**src/rtl/conv33_pkg.sv**
```systemverilog
// Shared definitions for the conv33 pooling path: the default sample width
// and the pooling FSM state encoding.
package conv33_pkg;

    localparam int OUT_WIDTH_DEF = 32;

    localparam int STATE_W = 2;
    localparam logic [STATE_W-1:0] S_EVEN = 2'd0;  // even row: fold column pairs into the line buffer
    localparam logic [STATE_W-1:0] S_ODD  = 2'd1;  // odd row: complete windows and emit results
    localparam logic [STATE_W-1:0] S_SKIP = 2'd2;  // unpaired trailing row of an odd-height map

endpackage

```
**src/rtl/conv33_pool_linebuf.sv**
```systemverilog
// Line buffer for 2x2 pooling: holds one horizontal pair maximum per output
// column. Synchronous write, combinational read. The contents are not reset
// because every entry is rewritten on an even row before it is read.
module conv33_pool_linebuf #(
    parameter int DATA_W = 32,
    parameter int DEPTH  = 13,
    parameter int AW     = 4
) (
    input  logic              clk,
    input  logic              wr_en,
    input  logic [AW-1:0]     wr_addr,
    input  logic [DATA_W-1:0] wr_data,
    input  logic [AW-1:0]     rd_addr,
    output logic [DATA_W-1:0] rd_data
);

    logic [DATA_W-1:0] mem [DEPTH];

    // Store a pair maximum when the even row produces one
    always_ff @(posedge clk) begin
        if (wr_en) begin
            mem[wr_addr] <= wr_data;
        end
    end

    assign rd_data = mem[rd_addr];

endmodule

```
**src/rtl/conv33_maxpool22.sv**
```systemverilog
// 2x2 stride-2 signed max pooling over a raster-order feature map.
// Optional feature: define CONV33_POOL_RELU_EN to clamp negative inputs to
// zero before any comparison.
module conv33_maxpool22
    import conv33_pkg::*;
#(
    parameter int OUT_WIDTH = OUT_WIDTH_DEF,
    parameter int IMG_W     = 26,
    parameter int IMG_H     = 26
) (
    input  logic                 clk,
    input  logic                 rst,
    input  logic                 in_valid,
    input  logic [OUT_WIDTH-1:0] in_data,
    output logic                 out_valid,
    output logic [OUT_WIDTH-1:0] out_data,
    output logic                 frame_done
);

    localparam int CW       = $clog2(IMG_W);
    localparam int RW       = $clog2(IMG_H);
    localparam int LB_DEPTH = IMG_W / 2;
    localparam int LB_AW    = (LB_DEPTH > 1) ? $clog2(LB_DEPTH) : 1;
    localparam logic [CW-1:0] COL_LAST = CW'(IMG_W - 1);
    localparam logic [RW-1:0] ROW_LAST = RW'(IMG_H - 1);
    localparam bit H_ODD = (IMG_H % 2) == 1;

    function automatic logic signed [OUT_WIDTH-1:0] smax(
        input logic signed [OUT_WIDTH-1:0] a,
        input logic signed [OUT_WIDTH-1:0] b
    );
        return (a > b) ? a : b;
    endfunction

    function automatic logic signed [OUT_WIDTH-1:0] act(
        input logic signed [OUT_WIDTH-1:0] x
    );
`ifdef CONV33_POOL_RELU_EN
        return x[OUT_WIDTH-1] ? '0 : x;
`else
        return x;
`endif
    endfunction

    logic [STATE_W-1:0]          state;
    logic [STATE_W-1:0]          state_nx;
    logic [CW-1:0]               col;
    logic [RW-1:0]               row;
    logic [RW-1:0]               next_row;
    logic                        col_end;
    logic                        row_end;

    // stage 0: incoming sample and the horizontal pair maximum
    logic signed [OUT_WIDTH-1:0] sample_p0;
    logic signed [OUT_WIDTH-1:0] hold_p0;
    logic signed [OUT_WIDTH-1:0] pair_max_p0;
    logic signed [OUT_WIDTH-1:0] lb_rd_p0;
    logic [OUT_WIDTH-1:0]        lb_rd_raw;
    logic                        lb_wr_en;
    logic [LB_AW-1:0]            lb_addr;

    // stage 1: registered pooled result
    logic                        vld_p1;
    logic signed [OUT_WIDTH-1:0] out_data_p1;
    logic                        frame_done_p1;

    assign sample_p0   = act($signed(in_data));
    assign pair_max_p0 = smax(hold_p0, sample_p0);
    assign col_end     = (col == COL_LAST);
    assign row_end     = (row == ROW_LAST);
    assign lb_addr     = LB_AW'(col >> 1);
    assign lb_wr_en    = in_valid && (state == S_EVEN) && col[0];
    assign lb_rd_p0    = $signed(lb_rd_raw);

    // Next row and the state that row belongs to
    always_comb begin
        next_row = row_end ? '0 : row + RW'(1);
        state_nx = S_EVEN;
        if (row_end) begin
            state_nx = S_EVEN;
        end else if (next_row[0]) begin
            state_nx = S_ODD;
        end else if (H_ODD && (next_row == ROW_LAST)) begin
            state_nx = S_SKIP;
        end
    end

    conv33_pool_linebuf #(
        .DATA_W (OUT_WIDTH),
        .DEPTH  (LB_DEPTH),
        .AW     (LB_AW)
    ) u_linebuf (
        .clk     (clk),
        .wr_en   (lb_wr_en),
        .wr_addr (lb_addr),
        .wr_data (pair_max_p0),
        .rd_addr (lb_addr),
        .rd_data (lb_rd_raw)
    );

    // Raster position tracking and row-parity FSM
    always_ff @(posedge clk or negedge rst) begin
        if (!rst) begin
            state <= S_EVEN;
            col   <= '0;
            row   <= '0;
        end else if (in_valid) begin
            if (col_end) begin
                col   <= '0;
                row   <= next_row;
                state <= state_nx;
            end else begin
                col <= col + CW'(1);
            end
        end
    end

    // Hold the even-column sample, emit the window maximum on odd rows
    always_ff @(posedge clk or negedge rst) begin
        if (!rst) begin
            hold_p0       <= '0;
            vld_p1        <= 1'b0;
            out_data_p1   <= '0;
            frame_done_p1 <= 1'b0;
        end else begin
            vld_p1        <= 1'b0;
            frame_done_p1 <= 1'b0;
            if (in_valid) begin
                if (!col[0] && (state != S_SKIP)) begin
                    hold_p0 <= sample_p0;
                end
                if ((state == S_ODD) && col[0]) begin
                    vld_p1      <= 1'b1;
                    out_data_p1 <= smax(lb_rd_p0, pair_max_p0);
                end
                frame_done_p1 <= col_end && row_end;
            end
        end
    end

    assign out_valid  = vld_p1;
    assign out_data   = out_data_p1;
    assign frame_done = frame_done_p1;

endmodule

```
**config.mk**
```make
export PLATFORM = sky130hd
export DESIGN_NAME = conv33_maxpool22
export DESIGN_NICKNAME = d
export VERILOG_FILES = /design/src/rtl/conv33_pkg.sv /design/src/rtl/conv33_pool_linebuf.sv /design/src/rtl/conv33_maxpool22.sv
export SDC_FILE = /design/constraint.sdc
export NUM_CORES = 1
export LEC_CHECK = 0
export CORE_ASPECT_RATIO = 1.75
export CORE_MARGIN = 2
export CORE_UTILIZATION = 66
export CTS_CLUSTER_DIAMETER = 60
export DETAILED_ROUTE_END_ITERATION = 12
export GPL_TIMING_DRIVEN = 0
export PLACE_DENSITY = 0.94
export SLEW_MARGIN = 20
export SYNTH_ARGS = -nofsm -noshare
export SYNTH_HDL_FRONTEND = slang
export SYNTH_SLANG_ARGS = --single-unit
export TNS_END_PERCENT = 30
```
**constraint.sdc**
```tcl
create_clock -name clk -period 10 [get_ports clk]
set_input_delay 1.5 -clock clk [delete_from_list [all_inputs] [get_ports clk]]
set_output_delay 1.5 -clock clk [all_outputs]
set_load 0.05 [all_outputs]
```
==> impl_results.md <==
* Htree depth at 2
* Post-synth cell types at 53
* Non-Filler Instances at 1,815
* Worst skew pair latency at 0.56 ns
* Final setup viols at 0
* Psw at 0.00342 W
* Final Hold Fails at 0
* Placed cell count at 1,741
* Total congestion overflow at 0
* Hold-fix buffers at CTS at 0
* Clk network pwr share at 0.195
* Share of synthesized area spent on multiplexers at 0.154
* Nets@finish at 1,490
* Relative slew slack at 0.211
* N_diodes at 0
* Reg clk slew, reported paths at around 0.070 ns
* Cell taking the most area after synthesis: edfxtp_1
* Multi-input gate area in the final layout at 6400 um2
* Largest family of logic cells by synthesized area: multiplexers
* Gpl congestion at 0.976
* Final Cycle Share at 0.859
* Post-CTS Setup Inserts at 0
* Adder-cell share of the synthesized area at 0.0401
* Synth Area per Inst at around 17 um2
* Count of state elements after synthesis at 492
* Skew final at 0.0137 ns
* Max cap viols at 0
* Largest net degree at the start of global routing at 52
* Leak pwr at 8.46 nW
* Area share of and/or/nand/nor cells after synthesis at 0.0507
* Fill count at 1,503
* First-pass iteration count of the detailed router at 8
* Post-Syn Area at 21,200 um2
* Crit path kind: in2reg
* I/O Buffers at 68
* Yosys warns at 0
* CTS tree: built
* Comb pwr share at 0.455
* Slew Limit Fails at 0
* Status: complete, no violations
* Die height at 241 um
* Post-cts resize count at 0
* Share of layout cells above drive strength 1 at 0.186
* Worst EP arrival at 9.04 ns
* Sequential-to-total area share from yosys stat at 0.678
* I/O pins at 69
* DRT Wirelength at 60,700 um
* Initial DRC Count at 2,156
* Period minus WS final at 8.59 ns
* DRC viols at 0
* Syn-to-layout area delta at 14.1%
* Fmax at 116 MHz
* DP HPWL at 37,000 um
* Sequential fraction of design power at 0.350
* RSZ-0062 raised after global routing: false
* Starting Density at 0.671
* Die area at roughly 34,000 um2
* Num CTS Buffers at 40
* DR WL/cell at 33.4 um
* Sw Share at 0.410
* Worst EP required at 10.45 ns
* Number of synthesized flops with an enable pin at 416
* Initial antenna violation count at 0
* Area fraction of the dominant cell type after synthesis at 0.588
* Final antenna-violating net count at 0
* PD cells at 344 nW/um2
* Startpoint Class: input port
* Storage element area at 14,400 um2
* Core area at about 32,000 um2
* Gate Count Post-Synth at 1,251
* Row Count at 86
* Vias in the first global route at 14.2k
* Die X at 140 um
* Syn_nets at 1,354
* Share of flip-flops with an asynchronous set or reset at 0.154
* Total Power at 0.00834 W
* Top FF cell, synth: edfxtp_1
* Worst setup EP type: flop
* Worst vdd ir at 274 uV
* Synth area leaders: edfxtp_1, mux4_2, dfrtp_1
* Hold Crit Class: reg2reg
* Vias post-DR at 13.9k
* Compound-cell area share of the yosys netlist at 0.0526
* Setup TNS at 0 ns
* Sink Count at 492
* Slew @ Worst Pin at 1.15 ns
* Root Driver: clkbuf_16
* Via density at 7.64
* Gr usage total at 0.366
* Clock Path Buffers at 3
* Int Pwr at 0.00492 W
* DP Worst Slack at 1.48 ns
* Worst-path fanout max at 10
* Setup WS post-layout at 1.41 ns
* Global-route wire length before repair at around 90,000 um
* Xor and xnor area share after synthesis at 0
==> flip-flops by register name, summed over array words and instances (netlist names) <==
register and count:
col 5, frame_done 1, hold_p0 32, out_data 32
out_valid 1, row 5, u_linebuf.mem 416
==> worst max-delay path: stages <==
cell and delay (ns):
clkdlybuf4s50_1 0.53, inv_1 0.08, ha_1 0.33, nand4_1 0.16, nor4_1 0.64, nand3_1 0.46, o211a_1 0.29, clkbuf_1 0.29
a222oi_1 0.79, ha_1 0.42, nand2_1 0.09, nor2_1 0.06, a211oi_1 0.60, o211ai_1 0.26, a2111oi_2 0.46, mux2i_1 0.99
clkbuf_1 0.60, nand2_1 0.17, a31oi_1 0.31
==> layout by cell type, fill, tap and decap left out, types with 15 or more instances in the layout <==
master           count
o21ai_0             42
edfxtp_1           416
mux2_2              17
clkbuf_1            56
mux2_1              15
dfrtp_1             76
a31oi_1             32
inv_1               68
nand2_1             86
nor2_1              40
a222oi_1            30
or2_1               30
clkdlybuf4s50_1     67
a21oi_1             29
clkbuf_16           42
buf_4               16
ha_1                68
mux4_2             128
==> cell type report <==
cell class / count / area share
multi-input combinational: 622 / 0.264
inverter: 71 / 0.0110
clock inverter: 13 / 0.00641
clock buffer: 61 / 0.0484
sequential: 492 / 0.594
tap: 396 / 0.0205
timing repair buffer: 94 / 0.0443
buffer: 66 / 0.0110
==> through the flow <==
step                      hold slack, ns  area, um2   util
after floorplan                    0.475      21200      -
after global placement             0.487      22400  0.708
after detailed placement           0.511      22900  0.724
after CTS                          0.530      24200  0.766
after global routing               0.547      24200  0.766
final                              0.542      24200  0.766
==> power groups by stage <==
stage / clock network [W] / logic (W) / registers, W
4_1_cts: 0.00161 / 0.00366 / 0.00291
6_report: 0.00162 / 0.00380 / 0.00292
5_1_grt: 0.00168 / 0.00394 / 0.00293
3_3_place_gp: 0 / 0.00315 / 0.00293
2_1_floorplan: 0 / 0.00205 / 0.00312
3_5_place_dp: 0 / 0.00345 / 0.00294
==> synthesized netlist by cell type (all sizes together), types with 2 or more instances <==
cell type / n
o22ai: 3
a21o: 3
mux2: 32
o211ai: 5
nor2: 49
nor4: 3
nor3b: 2
nand3: 12
o21ai: 45
o31ai: 2
nand2b: 5
a21oi: 29
nor2b: 3
or2: 30
edfxtp: 416
and3: 3
clkbuf: 42
dfrtp: 76
and4: 3
ha: 68
nor3: 12
nand3b: 2
inv: 70
buf: 24
a211oi: 4
nand4: 13
or3: 2
mux4: 128
nand2: 86
mux2i: 2
a222oi: 30
a221oi: 2
a31oi: 32
==> layer usage <==
metal	up-vias	routed length (um)	track usage
met1	6705	19000	0.446
met4	0	5130	0.252
met2	1485	29400	0.594
li1	5251	-	-
met3	418	7090	0.0755
met5	-	0	0
==> cells by family after synthesis <==
group                    after synthesis
AND/OR/NAND/NOR                      227
flip-flops                           492
buffers and inverters                137
AO/OA/AOI/OAI                        165
adder cells (fa/ha/maj)               68
multiplexers                         162
==> worst paths after layout <==
| check | slack, ns | startpoint | end | cells past startpoint |
|---|---|---|---|---|
| min reg2reg | 0.54 | hold_p0[0] | hold_p0[0] | 1 |
| min in group asynchronous | 0.89 | rst | col[1] | 1 |
| max reg2reg | 2.52 | hold_p0[11] | out_data[21] | 17 |
| max | 1.41 | in_data[11] | out_data[21] | 19 |
| max in group asynchronous | 8.43 | rst | out_data[11] | 2 |
| min | 0.54 | hold_p0[0] | hold_p0[0] | 1 |
Power figures use the tool's default switching activity.
